File: config.mk
export PLATFORM = sky130hd
export DESIGN_NAME = mdio_phy_resp_flat
export DESIGN_NICKNAME = d
export VERILOG_FILES = /design/src/rtl/mdio_pkg.sv /design/src/rtl/mdio_phy_resp_if.sv /design/src/rtl/mdio_edge_sync.sv /design/src/rtl/mdio_phy_resp.sv /design/src/flat_wrapper.sv
export SDC_FILE = /design/constraint.sdc
export NUM_CORES = 1
export LEC_CHECK = 0
export ABC_CLOCK_PERIOD_IN_PS = 3500
export CAP_MARGIN = 20
export CORE_UTILIZATION = 55
export DETAILED_ROUTE_END_ITERATION = 6
export HOLD_SLACK_MARGIN = 0.08
export PLACE_DENSITY = 0.79
export SYNTH_ARGS = -nofsm -noshare
export SYNTH_HDL_FRONTEND = slang
export SYNTH_HIERARCHICAL = 1
export SYNTH_SLANG_ARGS = --single-unit
File: constraint.sdc
create_clock -name clk -period 3.5 [get_ports clk]
set_input_delay 0.525 -clock clk [delete_from_list [all_inputs] [get_ports clk]]
set_output_delay 0.525 -clock clk [all_outputs]
set_load 0.005 [all_outputs]
File: src/rtl/mdio_pkg.sv
// Shared constants and types for the clause-22 MDIO responder.
// Opcodes, field widths and the frame-decoder state encoding.
package mdio_pkg;

  localparam int DATA_W = 16;
  localparam int ADDR_W = 5;
  localparam int PRE_W  = 6;
  localparam int BIT_W  = 5;

  localparam logic [1:0] OP_RD = 2'b10;
  localparam logic [1:0] OP_WR = 2'b01;

  typedef enum logic [3:0] {
    IDLE,
    ST,
    OP,
    PHYAD,
    REGAD,
    TA_RD,
    RDATA,
    TA_WR,
    WDATA
  } mdio_state_e;

endpackage

File: src/rtl/mdio_phy_resp_if.sv
// Management bus seen by the responder: MDIO pad pair plus register-bank port.
// slave = the responder, master = MDIO master / register bank side.
interface mdio_phy_resp_if;
  import mdio_pkg::*;

  logic              mdc;
  logic              mdio_i;
  logic              mdio_o;
  logic              mdio_oe;
  logic [ADDR_W-1:0] reg_addr;
  logic              reg_wr_en;
  logic [DATA_W-1:0] reg_wr_data;
  logic              reg_rd_en;
  logic [DATA_W-1:0] reg_rd_data;
  logic              busy;
  logic              frame_err;

  modport slave (
    input  mdc, mdio_i, reg_rd_data,
    output mdio_o, mdio_oe, reg_addr, reg_wr_en, reg_wr_data, reg_rd_en, busy, frame_err
  );

  modport master (
    output mdc, mdio_i, reg_rd_data,
    input  mdio_o, mdio_oe, reg_addr, reg_wr_en, reg_wr_data, reg_rd_en, busy, frame_err
  );

endinterface

File: src/rtl/mdio_edge_sync.sv
// Brings MDC/MDIO into the clk domain and flags each MDC rising edge.
// rise_o is a one-cycle pulse aligned with the matching synchronised MDIO bit.
module mdio_edge_sync (
  input  logic clk,
  input  logic mdc_i,
  input  logic mdio_i,
  output logic rise_o,
  output logic mdio_s_o
);

  logic [2:0] mdc_q;
  logic [1:0] mdio_q;

  // NOTE: synchroniser flops carry no reset; they flush within two cycles and a
  // reset value could otherwise fabricate an MDC edge when reset is released.
  always_ff @(posedge clk) begin
    mdc_q  <= {mdc_q[1:0], mdc_i};
    mdio_q <= {mdio_q[0], mdio_i};
  end

  assign rise_o   = mdc_q[1] & ~mdc_q[2];
  assign mdio_s_o = mdio_q[1];

endmodule

File: src/rtl/mdio_phy_resp.sv
// Clause-22 MDIO responder: decodes frames bit-by-bit on synchronised MDC rises,
// answers reads to PHY_ADDR and exports writes as single-cycle strobes.
module mdio_phy_resp
  import mdio_pkg::*;
#(
  parameter logic [ADDR_W-1:0] PHY_ADDR = 5'b00100,
  parameter int                PRE_MIN  = 32,
  parameter int                TIMEOUT  = 1024
) (
  input logic            clk,
  input logic            rst,
  mdio_phy_resp_if.slave bus
);

  localparam int                TMO_W    = $clog2(TIMEOUT + 1);
  localparam logic [TMO_W-1:0]  TMO_LAST = TMO_W'(TIMEOUT - 1);
  localparam logic [PRE_W-1:0]  PRE_SAT  = PRE_W'(PRE_MIN);

  logic rise;
  logic mdio_s;

  mdio_edge_sync u_sync (
    .clk      (clk),
    .mdc_i    (bus.mdc),
    .mdio_i   (bus.mdio_i),
    .rise_o   (rise),
    .mdio_s_o (mdio_s)
  );

  mdio_state_e       state_q,   state_d;
  logic [BIT_W-1:0]  bit_cnt_q, bit_cnt_d;
  logic [DATA_W-1:0] shift_q,   shift_d;
  logic [PRE_W-1:0]  pre_cnt_q, pre_cnt_d;
  logic [TMO_W-1:0]  tmo_q,     tmo_d;
  logic              is_rd_q,   is_rd_d;
  logic              mdio_o_q,  mdio_o_d;
  logic              mdio_oe_q, mdio_oe_d;
  logic [ADDR_W-1:0] reg_addr_q, reg_addr_d;
  logic [DATA_W-1:0] wr_data_q, wr_data_d;
  logic              wr_en_q,   wr_en_d;
  logic              rd_en_q,   rd_en_d;
  logic              err_q,     err_d;
  logic              rd_cap_q;
  logic              busy_q;

  // NOTE: every _d takes its hold value first so no branch can leave a latch.
  always_comb begin
    state_d    = state_q;
    bit_cnt_d  = bit_cnt_q;
    shift_d    = shift_q;
    pre_cnt_d  = pre_cnt_q;
    tmo_d      = tmo_q;
    is_rd_d    = is_rd_q;
    mdio_o_d   = mdio_o_q;
    mdio_oe_d  = mdio_oe_q;
    reg_addr_d = reg_addr_q;
    wr_data_d  = wr_data_q;
    wr_en_d    = 1'b0;
    rd_en_d    = 1'b0;
    err_d      = 1'b0;

    // Read data is taken one cycle after the request, well before the first TA rise.
    if (rd_cap_q) shift_d = bus.reg_rd_data;

    if (state_q == IDLE || rise) begin
      tmo_d = '0;
    end else if (tmo_q == TMO_LAST) begin
      tmo_d     = '0;
      err_d     = 1'b1;
      mdio_oe_d = 1'b0;
      mdio_o_d  = 1'b1;
      state_d   = IDLE;
    end else begin
      tmo_d = tmo_q + 1'b1;
    end

    if (rise) begin
      unique case (state_q)
        IDLE: begin
          if (mdio_s) begin
            if (pre_cnt_q < PRE_SAT) pre_cnt_d = pre_cnt_q + 6'd1;
          end else begin
            if (pre_cnt_q >= PRE_SAT) state_d = ST;
            pre_cnt_d = '0;
          end
        end
        ST: begin
          bit_cnt_d = '0;
          if (mdio_s) state_d = OP;
          else begin
            err_d   = 1'b1;
            state_d = IDLE;
          end
        end
        OP: begin
          shift_d = {shift_q[DATA_W-2:0], mdio_s};
          if (bit_cnt_q == 5'd0) bit_cnt_d = 5'd1;
          else begin
            bit_cnt_d = '0;
            unique case (shift_d[1:0])
              OP_RD: begin is_rd_d = 1'b1; state_d = PHYAD; end
              OP_WR: begin is_rd_d = 1'b0; state_d = PHYAD; end
              default: begin err_d = 1'b1; state_d = IDLE; end
            endcase
          end
        end
        PHYAD: begin
          shift_d = {shift_q[DATA_W-2:0], mdio_s};
          if (bit_cnt_q == 5'd4) begin
            bit_cnt_d = '0;
            state_d   = (shift_d[ADDR_W-1:0] == PHY_ADDR) ? REGAD : IDLE;
          end else begin
            bit_cnt_d = bit_cnt_q + 5'd1;
          end
        end
        REGAD: begin
          shift_d = {shift_q[DATA_W-2:0], mdio_s};
          if (bit_cnt_q == 5'd4) begin
            bit_cnt_d  = '0;
            reg_addr_d = shift_d[ADDR_W-1:0];
            rd_en_d    = is_rd_q;
            state_d    = is_rd_q ? TA_RD : TA_WR;
          end else begin
            bit_cnt_d = bit_cnt_q + 5'd1;
          end
        end
        TA_RD: begin
          if (bit_cnt_q == 5'd0) begin
            mdio_oe_d = 1'b1;
            mdio_o_d  = 1'b0;
            bit_cnt_d = 5'd1;
          end else begin
            mdio_o_d  = shift_q[DATA_W-1];
            shift_d   = {shift_q[DATA_W-2:0], 1'b0};
            bit_cnt_d = '0;
            state_d   = RDATA;
          end
        end
        RDATA: begin
          // D15 went out from TA_RD; 15 shifts follow, then one more rise releases the pad.
          if (bit_cnt_q == 5'd15) begin
            mdio_oe_d = 1'b0;
            mdio_o_d  = 1'b1;
            bit_cnt_d = '0;
            state_d   = IDLE;
          end else begin
            mdio_o_d  = shift_q[DATA_W-1];
            shift_d   = {shift_q[DATA_W-2:0], 1'b0};
            bit_cnt_d = bit_cnt_q + 5'd1;
          end
        end
        TA_WR: begin
          if (mdio_s != (bit_cnt_q == 5'd0)) begin
            err_d     = 1'b1;
            bit_cnt_d = '0;
            state_d   = IDLE;
          end else if (bit_cnt_q == 5'd0) begin
            bit_cnt_d = 5'd1;
          end else begin
            bit_cnt_d = '0;
            state_d   = WDATA;
          end
        end
        WDATA: begin
          shift_d = {shift_q[DATA_W-2:0], mdio_s};
          if (bit_cnt_q == 5'd15) begin
            wr_data_d = shift_d;
            wr_en_d   = 1'b1;
            bit_cnt_d = '0;
            state_d   = IDLE;
          end else begin
            bit_cnt_d = bit_cnt_q + 5'd1;
          end
        end
        default: state_d = IDLE;
      endcase
    end
  end

  // NOTE: sequential state uses <= so every flop samples the pre-edge values.
  always_ff @(posedge clk) begin
    if (rst) begin
      state_q    <= IDLE;
      bit_cnt_q  <= '0;
      shift_q    <= '0;
      pre_cnt_q  <= '0;
      tmo_q      <= '0;
      is_rd_q    <= 1'b0;
      mdio_o_q   <= 1'b1;
      mdio_oe_q  <= 1'b0;
      reg_addr_q <= '0;
      wr_data_q  <= '0;
      wr_en_q    <= 1'b0;
      rd_en_q    <= 1'b0;
      err_q      <= 1'b0;
      rd_cap_q   <= 1'b0;
      busy_q     <= 1'b0;
    end else begin
      state_q    <= state_d;
      bit_cnt_q  <= bit_cnt_d;
      shift_q    <= shift_d;
      pre_cnt_q  <= pre_cnt_d;
      tmo_q      <= tmo_d;
      is_rd_q    <= is_rd_d;
      mdio_o_q   <= mdio_o_d;
      mdio_oe_q  <= mdio_oe_d;
      reg_addr_q <= reg_addr_d;
      wr_data_q  <= wr_data_d;
      wr_en_q    <= wr_en_d;
      rd_en_q    <= rd_en_d;
      err_q      <= err_d;
      rd_cap_q   <= rd_en_q;
      busy_q     <= (state_d != IDLE);
    end
  end

  assign bus.mdio_o      = mdio_o_q;
  assign bus.mdio_oe     = mdio_oe_q;
  assign bus.reg_addr    = reg_addr_q;
  assign bus.reg_wr_en   = wr_en_q;
  assign bus.reg_wr_data = wr_data_q;
  assign bus.reg_rd_en   = rd_en_q;
  assign bus.busy        = busy_q;
  assign bus.frame_err   = err_q;

endmodule

File: src/flat_wrapper.sv
// flat-port wrapper written by rule: the top's interface ports become plain ports
module mdio_phy_resp_flat import mdio_pkg::*;
#(
  parameter logic [ADDR_W-1:0] PHY_ADDR = 5'b00100,
  parameter int                PRE_MIN  = 32,
  parameter int                TIMEOUT  = 1024
)
  (clk, rst, bus_mdc, bus_mdio_i, bus_reg_rd_data, bus_mdio_o, bus_mdio_oe, bus_reg_addr, bus_reg_wr_en, bus_reg_wr_data, bus_reg_rd_en, bus_busy, bus_frame_err);
  mdio_phy_resp_if bus_i ();
  input logic clk;
  input logic rst;
  input wire logic [$bits(bus_i.mdc)-1:0] bus_mdc;
  input wire logic [$bits(bus_i.mdio_i)-1:0] bus_mdio_i;
  input wire logic [$bits(bus_i.reg_rd_data)-1:0] bus_reg_rd_data;
  output wire logic [$bits(bus_i.mdio_o)-1:0] bus_mdio_o;
  output wire logic [$bits(bus_i.mdio_oe)-1:0] bus_mdio_oe;
  output wire logic [$bits(bus_i.reg_addr)-1:0] bus_reg_addr;
  output wire logic [$bits(bus_i.reg_wr_en)-1:0] bus_reg_wr_en;
  output wire logic [$bits(bus_i.reg_wr_data)-1:0] bus_reg_wr_data;
  output wire logic [$bits(bus_i.reg_rd_en)-1:0] bus_reg_rd_en;
  output wire logic [$bits(bus_i.busy)-1:0] bus_busy;
  output wire logic [$bits(bus_i.frame_err)-1:0] bus_frame_err;
  assign bus_i.mdc = bus_mdc;
  assign bus_i.mdio_i = bus_mdio_i;
  assign bus_i.reg_rd_data = bus_reg_rd_data;
  assign bus_mdio_o = bus_i.mdio_o;
  assign bus_mdio_oe = bus_i.mdio_oe;
  assign bus_reg_addr = bus_i.reg_addr;
  assign bus_reg_wr_en = bus_i.reg_wr_en;
  assign bus_reg_wr_data = bus_i.reg_wr_data;
  assign bus_reg_rd_en = bus_i.reg_rd_en;
  assign bus_busy = bus_i.busy;
  assign bus_frame_err = bus_i.frame_err;
  mdio_phy_resp #(.PHY_ADDR(PHY_ADDR), .PRE_MIN(PRE_MIN), .TIMEOUT(TIMEOUT)) u_core (.clk(clk), .rst(rst), .bus(bus_i));
endmodule
==> flow_metrics.py, run 1 <==
metrics = {
    "placement": {
        "gp_congestion": 0.9294,
        "port_buffers": 46,
        "place_ws_ns": 0.6128,
        "placed_cell_area_um2": 4119,
        "dp_hpwl_um": 5808,
    },
    "drt": {
        "firstDrtPassIters": 4,
        "drc": 0,
        "first_iter_violations": 223,
        "post_drt_wl_per_cell_um": 15.32,
        "drt_wl_total_um": 8444,
        "avgViaCountPerCell": 5.789,
        "ant_nets": 0,
        "vias": 3190,
    },
    "global_route": {
        "grt_pass1_vias": 3010,
        "antenna_found_initial": 0,
        "grt_overflow": 0,
        "grt_use_met3_pct": 6.825,
        "grt_pass1_wl_um": 14610,
        "grt_max_degree": 48,
        "met1_usage_pct": 33.71,
        "busiest_layer": "met2",
        "grt_usage_pct": 25.65,
        "grt_use_met2_pct": 41.76,
    },
    "cts": {
        "clockBufferDepth": 2,
        "post-cts-setup-buffer-count": 0,
        "cts_made_buffers": 9,
        "htreeDepth": 3,
        "numClockSinks": 76,
        "clock_latency_ns": 0.34,
        "hold_buffers": 0,
        "cts_resized": 0,
        "path_clk_slew_ns": 0.08,
        "root_buffer": "clkbuf_8",
        "cts_tree": "done",
    },
    "setup_path": {
        "path_buf_inv": 2,
        "path_max_fanout": 10,
        "slowest_stage": "or4b_4",
        "critPathArrivalTime_ns": 3.13,
        "crit_chain": "inv_1, ha_1, or4b_4, inv_2, ha_1, and4b_1, a2111o_1, o41ai_2, a41oi_2",
        "slowest_delay_ns": 0.55,
        "crit_family": "compound AO/OA/AOI/OAI gates",
        "crit_required_ns": 3.70,
        "worstSetupEndpointType": "flip-flop",
        "start_kind": "flip-flop",
        "path_class": "reg2reg",
        "cp_common_cell": "ha_1",
    },
    "sta": {
        "setup_viol": 0,
        "rsz0062_at_grt": "false",
        "fin_ws_ns": 0.5707,
        "min_period_over_period_pct": 83.69,
        "finalHoldViolCount": 0,
        "relSlewSlack_pct": 37.88,
        "fmax_mhz": 341.4,
        "period_minus_slack_ns": 2.929,
        "drv_slew": 0,
        "skew_ns": 0.009170,
        "fin_tns_setup_ns": 0,
        "tightest_slew_ns": 0.9305,
    },
    "logic_synthesis": {
        "synth_top_family_by_area": "simple AND/OR/NAND/NOR gates",
        "yosysWarnings": 6,
        "ys_seq_area_share_pct": 41.39,
        "synth-xor-area-share_pct": 2.144,
        "synth_area_leaders": "dfxtp_1, nor2_1, nand2_1",
        "yosysTopAreaCell": "dfxtp_1",
        "synth_fa_ha_area_share_pct": 3.404,
        "yosys.area_share.simple_pct": 24.10,
        "muxShareOfSynthArea_pct": 5.446,
        "async_reset_ff_share_pct": 0,
        "synth-edff-count": 0,
        "synth_seq_cells": 76,
        "synth_area_um2": 3676,
        "netlist.area_leader.share_pct": 41.39,
        "synth_cell_types": 63,
        "synth_area_per_cell_um2": 8.393,
        "postSynth.topFlopCell": "dfxtp_1",
        "synth_cells": 438,
        "syn_nets": 468,
        "synth-compound-area-share_pct": 18.01,
    },
    "cells_and_area": {
        "fin_util_pct": 67.46,
        "diodes": 0,
        "drive_gt1_share_pct": 6.962,
        "final_area_um2": 4308,
        "area_delta_synth_final_pct": 17.19,
        "nets": 500,
    },
    "floorplanning": {
        "die_h_um": 83.76,
        "fp.dieW_um": 83.76,
        "placementRows": 29,
        "core_region_area_um2": 6386,
        "dieArea_um2": 7015,
        "pin_count": 47,
        "initial_utilization_pct": 57.56,
    },
    "pwr": {
        "power_density_nw_per_um2": 366.0,
        "ir_drop_v": 0.0002603,
        "leakage_nw": 1.519,
    },
    "status": {
        "status": "complete, no violations",
    },
    "worst_hold_path": {
        "hold_class": "reg2reg",
    },
    "run": {
        "cap_viol_max_count": 0,
    },
}
metal layers:
layer | share of wire, % | vias up
li1 | - | 1595
met1 | 45 | 1487
met2 | 48 | 98
met3 | 5.2 | 10
met4 | 0.97 | 0
met5 | 0 | -
final timing paths:
kind,from,to,slack [ns],cells past startpoint
worst min-delay path,u_core/u_sync/mdc_q[0],u_core/u_sync/mdc_q[1],0.33,0
worst max-delay path,u_core/bit_cnt_q[0],u_core/bus.busy,0.57,9
worst min register to register,u_core/u_sync/mdc_q[0],u_core/u_sync/mdc_q[1],0.33,0
worst max register to register,u_core/bit_cnt_q[0],u_core/bus.busy,0.57,9
cell usage in the layout, fill, tap and decap left out, types with 4 or more instances in the layout:
cell and instances:
and3_1 6, a21oi_1 27, buf_4 5, o21ai_0 11, nor2b_1 4, nand4_1 4, nand3_1 13, nor3_1 6
a22oi_1 4, mux2i_1 20, clkdlybuf4s50_1 45, xor2_1 4, clkbuf_8 9, ha_1 10, a211oi_1 17, nand2_1 56
dfxtp_1 76, nor2_1 71, xnor2_1 5, inv_1 14
cell usage after synthesis (4+ instances only):
| cell type | instances |
|---|---|
| nor3_1 | 6 |
| and3_1 | 6 |
| nor2_1 | 71 |
| xnor2_1 | 5 |
| mux2i_1 | 20 |
| dfxtp_1 | 76 |
| o21ai_0 | 11 |
| ha_1 | 10 |
| a22oi_1 | 4 |
| buf_2 | 9 |
| a21oi_1 | 27 |
| nand4_1 | 4 |
| inv_1 | 14 |
| nand2_1 | 56 |
| xor2_1 | 4 |
| nor2b_1 | 4 |
| clkbuf_1 | 18 |
| nand3_1 | 13 |
| a211oi_1 | 17 |
registers in the layout, indices dropped and copies added (netlist names):
register,cells
u_core/rd_cap_q,1
u_core/u_sync/mdc_q,3
u_core/bit_cnt_q,5
u_core/tmo_q,11
u_core/bus.mdio_oe,1
u_core/shift_q,16
u_core/pre_cnt_q,6
u_core/bus.mdio_o,1
u_core/bus.busy,1
u_core/state_q,4
u_core/bus.frame_err,1
u_core/bus.reg_wr_data,16
u_core/is_rd_q,1
u_core/u_sync/mdio_q,2
u_core/bus.reg_addr,5
u_core/bus.reg_rd_en,1
u_core/bus.reg_wr_en,1
area by class of cell:
type / count / area, um^2
Clock buffer: 10 / 127.6
Clock inverter: 5 / 61.31
Fill cell: 569 / 2078
Inverter: 15 / 56.30
Multi-Input combinational cell: 317 / 1952
Sequential cell: 76 / 1521
Tap cell: 77 / 96.34
Timing Repair Buffer: 51 / 493.0
cells by family after synthesis:
logic type | count (synthesis)
mux | 20
fa+ha+maj | 10
simple gates | 185
xor+xnor | 9
flops | 76
compound gates | 93
buf+inv | 45
per-stage QoR:
step | hold slack, ns | power, mW | cells
6_report | 0.3314 | 1.577 | 551
5_1_grt | 0.3404 | 1.641 | 551
4_1_cts | 0.3349 | 1.599 | 551
3_5_place_dp | 0.3153 | 0.9438 | 536
3_3_place_gp | 0.3106 | 0.9432 | 536
2_1_floorplan | 0.3096 | 0.9156 | 438
report_power, final:
group / total, mW / internal, mW / switching [mW] / leakage [nW]
Clock: 0.653 / 0.331 / 0.322 / 0.0971
Sequential: 0.872 / 0.867 / 0.00460 / 0.614
Combinational: 0.0514 / 0.0253 / 0.0261 / 0.808
Total: 1.58 / 1.22 / 0.353 / 1.52
No activity file was read; power rests on OpenSTA's default activity.
==> run 2, diff against run 1 <==
--- a/config.mk
+++ b/config.mk
@@ -5,12 +5,12 @@
 export SDC_FILE = /design/constraint.sdc
 export NUM_CORES = 1
 export LEC_CHECK = 0
-export ABC_CLOCK_PERIOD_IN_PS = 3500
+export ABC_CLOCK_PERIOD_IN_PS = 2570
 export CAP_MARGIN = 20
-export CORE_UTILIZATION = 55
+export CORE_UTILIZATION = 50
 export DETAILED_ROUTE_END_ITERATION = 6
 export HOLD_SLACK_MARGIN = 0.08
-export PLACE_DENSITY = 0.79
+export PLACE_DENSITY = 0.76
 export SYNTH_ARGS = -nofsm -noshare
 export SYNTH_HDL_FRONTEND = slang
 export SYNTH_HIERARCHICAL = 1
==> constraint.sdc (replaced) <==
create_clock -name clk -period 2.57 [get_ports clk]
set_input_delay 0.3855 -clock clk [delete_from_list [all_inputs] [get_ports clk]]
set_output_delay 0.3855 -clock clk [all_outputs]
set_load 0.005 [all_outputs]
==> run 2 against run 1 <==
Via count increased by 5.6%; total power increased by 47%; register-to-register slack got worse by 0.56 ns; worst setup slack got worse by 0.56 ns; critical path depth unchanged; non-clock buffer count increased by 21; worst hold slack got worse by 0.0018 ns.
==> flow_metrics.py, run 2 (synthesis gave the netlist of run 1 again) <==
metrics = {
    "setup_path": {
        "r2r_slack_ns": 0.01,
        "r2r-end": "u_core/bus.busy",
        "start_kind": "flip-flop",
        "path_class": "reg2reg",
        "crit_required_ns": 2.79,
        "cp-startpoint": "u_core/bit_cnt_q[1]",
        "r2r-start": "u_core/bit_cnt_q[1]",
        "ff2ff_path_depth": 9,
        "worstSetupEndpointType": "flip-flop",
        "path_max_fanout": 4,
        "critPathArrivalTime_ns": 2.78,
    },
    "pwr": {
        "power_density_nw_per_um2": 506.2,
        "leakage_nw": 1.656,
        "ir_drop_v": 0.0003165,
    },
    "sta": {
        "rsz0062_at_grt": "true",
        "fin_tns_setup_ns": 0,
        "fmax_mhz": 390.7,
        "drv_slew": 0,
        "period_minus_slack_ns": 2.559,
        "min_period_over_period_pct": 99.59,
        "fin_ws_ns": 0.01051,
        "finalHoldViolCount": 0,
        "skew_ns": 0.01066,
        "setup_viol": 0,
        "tightest_slew_ns": 0.9036,
        "relSlewSlack_pct": 39.68,
    },
    "floorplanning": {
        "die_h_um": 87.75,
        "pin_count": 47,
        "initial_utilization_pct": 52.94,
        "placementRows": 30,
        "fp.dieW_um": 87.75,
        "core_region_area_um2": 6944,
        "dieArea_um2": 7699,
    },
    "cells_and_area": {
        "mostFrequentLayoutCell": "dfxtp_1",
        "stdcell_count": 592,
        "diodes": 0,
        "drive_gt1_share_pct": 12.30,
        "nets": 521,
        "area_delta_synth_final_pct": 24.78,
        "layout_common_cells": "dfxtp_1, nor2_1, nand2_1, clkdlybuf4s50_1, a21oi_1",
    },
    "drt": {
        "first_iter_violations": 340,
        "vias": 3368,
        "drc": 0,
        "ant_nets": 0,
        "firstDrtPassIters": 6,
        "drt_wl_total_um": 8907,
        "post_drt_wl_per_cell_um": 15.05,
        "avgViaCountPerCell": 5.689,
    },
    "cts": {
        "root_buffer": "clkbuf_8",
        "cts_tree": "done",
        "clock_latency_ns": 0.36,
        "cts_made_buffers": 9,
        "hold_buffers": 0,
        "clockBufferDepth": 2,
        "path_clk_slew_ns": 0.08,
        "numClockSinks": 76,
        "htreeDepth": 3,
    },
    "placement": {
        "placedCellCount": 572,
        "dp_hpwl_um": 6129,
        "place_ws_ns": 0.03613,
        "gp_congestion": 0.9488,
        "port_buffers": 46,
    },
    "global_route": {
        "antenna_found_initial": 0,
        "grt_usage_pct": 24.28,
        "grt_overflow": 0,
        "grt_pass1_vias": 2908,
        "grt_pass1_wl_um": 14330,
        "grt_max_degree": 61,
    },
    "worst_hold_path": {
        "holdPathEnd": "u_core/u_sync/mdc_q[1]",
        "hold_class": "reg2reg",
        "hold_path_startpoint": "u_core/u_sync/mdc_q[0]",
        "whs_path_depth": 0,
    },
    "run": {
        "cap_viol_max_count": 0,
    },
    "status": {
        "status": "complete, no violations",
    },
}
run 2: cell count changes in the layout (fill, tap and decap cells not counted), sizes merged:
| cell | delta |
|---|---|
| buf | +21 |
| bufinv | +1 |
| clkbuf | +1 |
| inv | -1 |
run 2: layout make-up:
class                           instances  area, um^2
Multi-Input combinational cell        317        1988
Sequential cell                        76        1523
Tap cell                               96       120.1
Inverter                               15       58.81
Clock buffer                           11       151.4
Fill cell                             566        2357
Timing Repair Buffer                   72       663.1
Clock inverter                          5       82.58
run 2: report_power, final:
part,total (mW),switching [mW],leakage (nW),internal (mW)
Sequential,1.19,0.00526,0.614,1.18
Clock,1.06,0.454,0.120,0.603
Combinational,0.0779,0.0388,0.922,0.0391
Total,2.32,0.498,1.66,1.82
run 2: per-layer routing:
metal  up-vias  GRT usage, %  part of all wire [%]
met5         -             0                     0
met4         0         11.03                   1.9
met3        18         6.786                   7.7
met2       130         38.83                    48
met1      1583         30.42                    42
li1       1637             -                     -
run 2: critical path, cell delays in order, from the launching register on:
cell      delay [ns]
dfxtp_2         0.35
inv_2           0.07
ha_4            0.13
or4b_4          0.48
inv_4           0.08
ha_4            0.13
and4b_1         0.20
a2111o_1        0.47
o41ai_4         0.37
a41oi_2         0.15
run 2: worst max path at each step:
| stage | endpoint | slack (ns) | depth (start not counted) |
|---|---|---|---|
| floorplan | u_core/bus.busy | 0.04 | 10 |
| global placement | u_core/bus.busy | 0.09 | 9 |
| detailed placement | u_core/bus.busy | 0.04 | 9 |
| CTS | u_core/bus.busy | 0.01 | 9 |
| global route | u_core/bus.busy | -0.07 | 9 |
| finish | u_core/bus.busy | 0.01 | 9 |
run 2: per-stage QoR:
step | hold WS [ns] | area [um^2] | utilization (%) | power, mW
floorplan | 0.3096 | 3691 | - | 1.248
global placement | 0.3131 | 4298 | 61.89 | 1.290
detailed placement | 0.3121 | 4298 | 61.89 | 1.291
CTS | 0.3291 | 4532 | 65.26 | 2.341
global route | 0.3388 | 4587 | 66.05 | 2.417
finish | 0.3296 | 4587 | 66.05 | 2.322
run 2: repair_timing:
item	CTS	global route
setup endpoints to repair	0	1
setup buffers	0	4
gates resized for setup	0	6
==> run 3, diff against run 2 <==
--- a/config.mk
+++ b/config.mk
@@ -7,6 +7,7 @@
 export LEC_CHECK = 0
 export ABC_CLOCK_PERIOD_IN_PS = 2570
 export CAP_MARGIN = 20
+export CORE_ASPECT_RATIO = 1.4
 export CORE_UTILIZATION = 50
 export DETAILED_ROUTE_END_ITERATION = 6
 export HOLD_SLACK_MARGIN = 0.08
==> run 3 against run 2 <==
Clock skew is 0.0038 ns lower; via count down 3.3%; critical path depth is the same; first-iteration DRC count decreased by 54%; sequential share of layout area rose by 0.65 points; total power decreased by 5.1%; critical path type unchanged; die area hardly changed; non-clock buffer count fell by 6; routed wire length grew 0.64%; utilization fell by 2.0 points.
==> flow_metrics.py, run 3 (synthesis gave the netlist of run 1 again) <==
metrics = {
    "cells_and_area": {
        "mostFrequentLayoutCell": "dfxtp_1",
        "nets": 515,
        "layout_common_cells": "dfxtp_1, nor2_1, nand2_1, clkdlybuf4s50_1, a21oi_1",
        "area_delta_synth_final_pct": 22.40,
        "final_area_um2": 4499,
        "drive_gt1_share_pct": 10.61,
        "diodes": 0,
    },
    "sta": {
        "rsz0062_at_grt": "true",
        "setup_viol": 0,
        "skew_ns": 0.006863,
        "relSlewSlack_pct": 41.04,
        "drv_slew": 0,
        "tightest_slew_ns": 0.8832,
        "fin_ws_ns": 0.06110,
        "finalHoldViolCount": 0,
        "period_minus_slack_ns": 2.509,
        "fmax_mhz": 398.6,
        "min_period_over_period_pct": 97.62,
        "fin_tns_setup_ns": 0,
    },
    "setup_path": {
        "slowest_delay_ns": 0.48,
        "r2r-end": "u_core/bus.busy",
        "r2r_slack_ns": 0.06,
        "critPathArrivalTime_ns": 2.72,
        "cp-startpoint": "u_core/bit_cnt_q[1]",
        "crit_required_ns": 2.78,
        "path_class": "reg2reg",
        "endpoint": "u_core/bus.busy",
        "worstSetupEndpointType": "flip-flop",
        "path_max_fanout": 5,
        "slowest_stage": "or4b_4",
        "start_kind": "flip-flop",
        "r2r-start": "u_core/bit_cnt_q[1]",
        "crit_chain": "inv_1, ha_1, or4b_4, inv_4, ha_4, and4b_1, a2111o_1, o41ai_4, a41oi_2",
        "ff2ff_path_depth": 9,
    },
    "global_route": {
        "antenna_found_initial": 0,
        "grt_overflow": 0,
        "grt_pass1_vias": 3144,
        "grt_pass1_wl_um": 14750,
        "grt_max_degree": 61,
        "grt_usage_pct": 25.44,
    },
    "drt": {
        "ant_nets": 0,
        "avgViaCountPerCell": 5.569,
        "post_drt_wl_per_cell_um": 15.32,
        "drc": 0,
        "drt_wl_total_um": 8964,
        "first_iter_violations": 156,
        "firstDrtPassIters": 4,
        "vias": 3258,
    },
    "floorplanning": {
        "initial_utilization_pct": 52.31,
        "die_h_um": 103.5,
        "fp.dieW_um": 74.47,
        "dieArea_um2": 7703,
        "pin_count": 47,
        "placementRows": 36,
        "core_region_area_um2": 7027,
    },
    "cts": {
        "cts_resized": 0,
        "clockBufferDepth": 2,
        "htreeDepth": 3,
        "cts_made_buffers": 9,
        "hold_buffers": 0,
        "path_clk_slew_ns": 0.08,
        "clock_latency_ns": 0.36,
        "post-cts-setup-buffer-count": 0,
        "root_buffer": "clkbuf_8",
        "numClockSinks": 76,
        "cts_tree": "done",
    },
    "pwr": {
        "power_density_nw_per_um2": 489.9,
        "sw_frac_of_total_pct": 23.74,
        "internal_power_mw": 1.681,
        "pwr-share-seq_pct": 53.8,
        "power_switching_mw": 0.5232,
        "p_clk_share_pct": 42.7,
        "leakage_nw": 1.598,
        "ir_drop_v": 0.0005028,
        "comb_power_share_pct": 3.6,
    },
    "placement": {
        "place_ws_ns": 0.03212,
        "gp_congestion": 1.018,
        "dp_hpwl_um": 6402,
        "placed_cell_area_um2": 4282,
        "port_buffers": 46,
    },
    "run": {
        "cap_viol_max_count": 0,
    },
    "worst_hold_path": {
        "hold_class": "reg2reg",
    },
    "status": {
        "status": "complete, no violations",
    },
}
-- run 3: cell types whose count changed in the layout (fill, tap and decap cells not counted), moves of 2 or more --
cell,previous run,this run
buf_4,25,19
clkinvlp_4,0,3
clkbuf_8,11,9
inv_1,12,14
inv_2,2,0
-- run 3: how the worst min path moves through the flow --
stage,start,end,slack (ns),cells past startpoint
floorplan,u_core/u_sync/mdc_q[0],u_core/u_sync/mdc_q[1],0.31,0
global placement,u_core/u_sync/mdio_q[0],u_core/u_sync/mdio_q[1],0.31,0
global route,u_core/u_sync/mdio_q[0],u_core/u_sync/mdio_q[1],0.35,0
finish,u_core/u_sync/mdio_q[0],u_core/u_sync/mdio_q[1],0.33,0
detailed placement,u_core/u_sync/mdc_q[0],u_core/u_sync/mdc_q[1],0.31,0
CTS,u_core/u_sync/mdc_q[0],u_core/u_sync/mdc_q[1],0.34,0
-- run 3: stage by stage --
stage | instances | hold WS (ns) | util, % | total power [mW]
floorplan | 438 | 0.3096 | - | 1.248
global placement | 569 | 0.3096 | 60.93 | 1.290
detailed placement | 569 | 0.3146 | 60.93 | 1.292
CTS | 585 | 0.3362 | 63.85 | 2.223
global route | 585 | 0.3472 | 64.03 | 2.281
finish | 585 | 0.3323 | 64.03 | 2.204
-- run 3: power groups by stage --
| stage | registers [mW] | logic, mW | clock network, mW |
|---|---|---|---|
| finish | 1.19 | 0.0783 | 0.940 |
| CTS | 1.19 | 0.0780 | 0.959 |
| floorplan | 1.21 | 0.0359 | 0 |
| global route | 1.19 | 0.0845 | 1.01 |
| detailed placement | 1.21 | 0.0780 | 0 |
| global placement | 1.21 | 0.0765 | 0 |
-- run 3: critical path: cells and delay by family (launching register included) --
kind,cells,cell delay [ns]
flip-flops,1,0.35
AO/OA/AOI/OAI,3,0.90
buffers and inverters,2,0.14
AND/OR/NAND/NOR,2,0.70
adder cells (fa/ha/maj),2,0.29
-- run 3: routing by layer --
layer  GRT usage, %  part of all wire [%]  vias to the layer above
met5              0                     0                        -
met4          15.38                   3.6                        0
met3          6.008                   4.2                       27
met2          42.41                    51                       91
met1          29.19                    41                     1515
li1               -                     -                     1625
-- run 3: layout make-up --
cell class | instances | area [um^2]
Fill cell | 667 | 2527
Inverter | 15 | 58.81
Tap cell | 95 | 118.9
Clock inverter | 7 | 81.33
Timing Repair Buffer | 66 | 618.1
Clock buffer | 9 | 123.9
Multi-Input combinational cell | 317 | 1976
Sequential cell | 76 | 1523
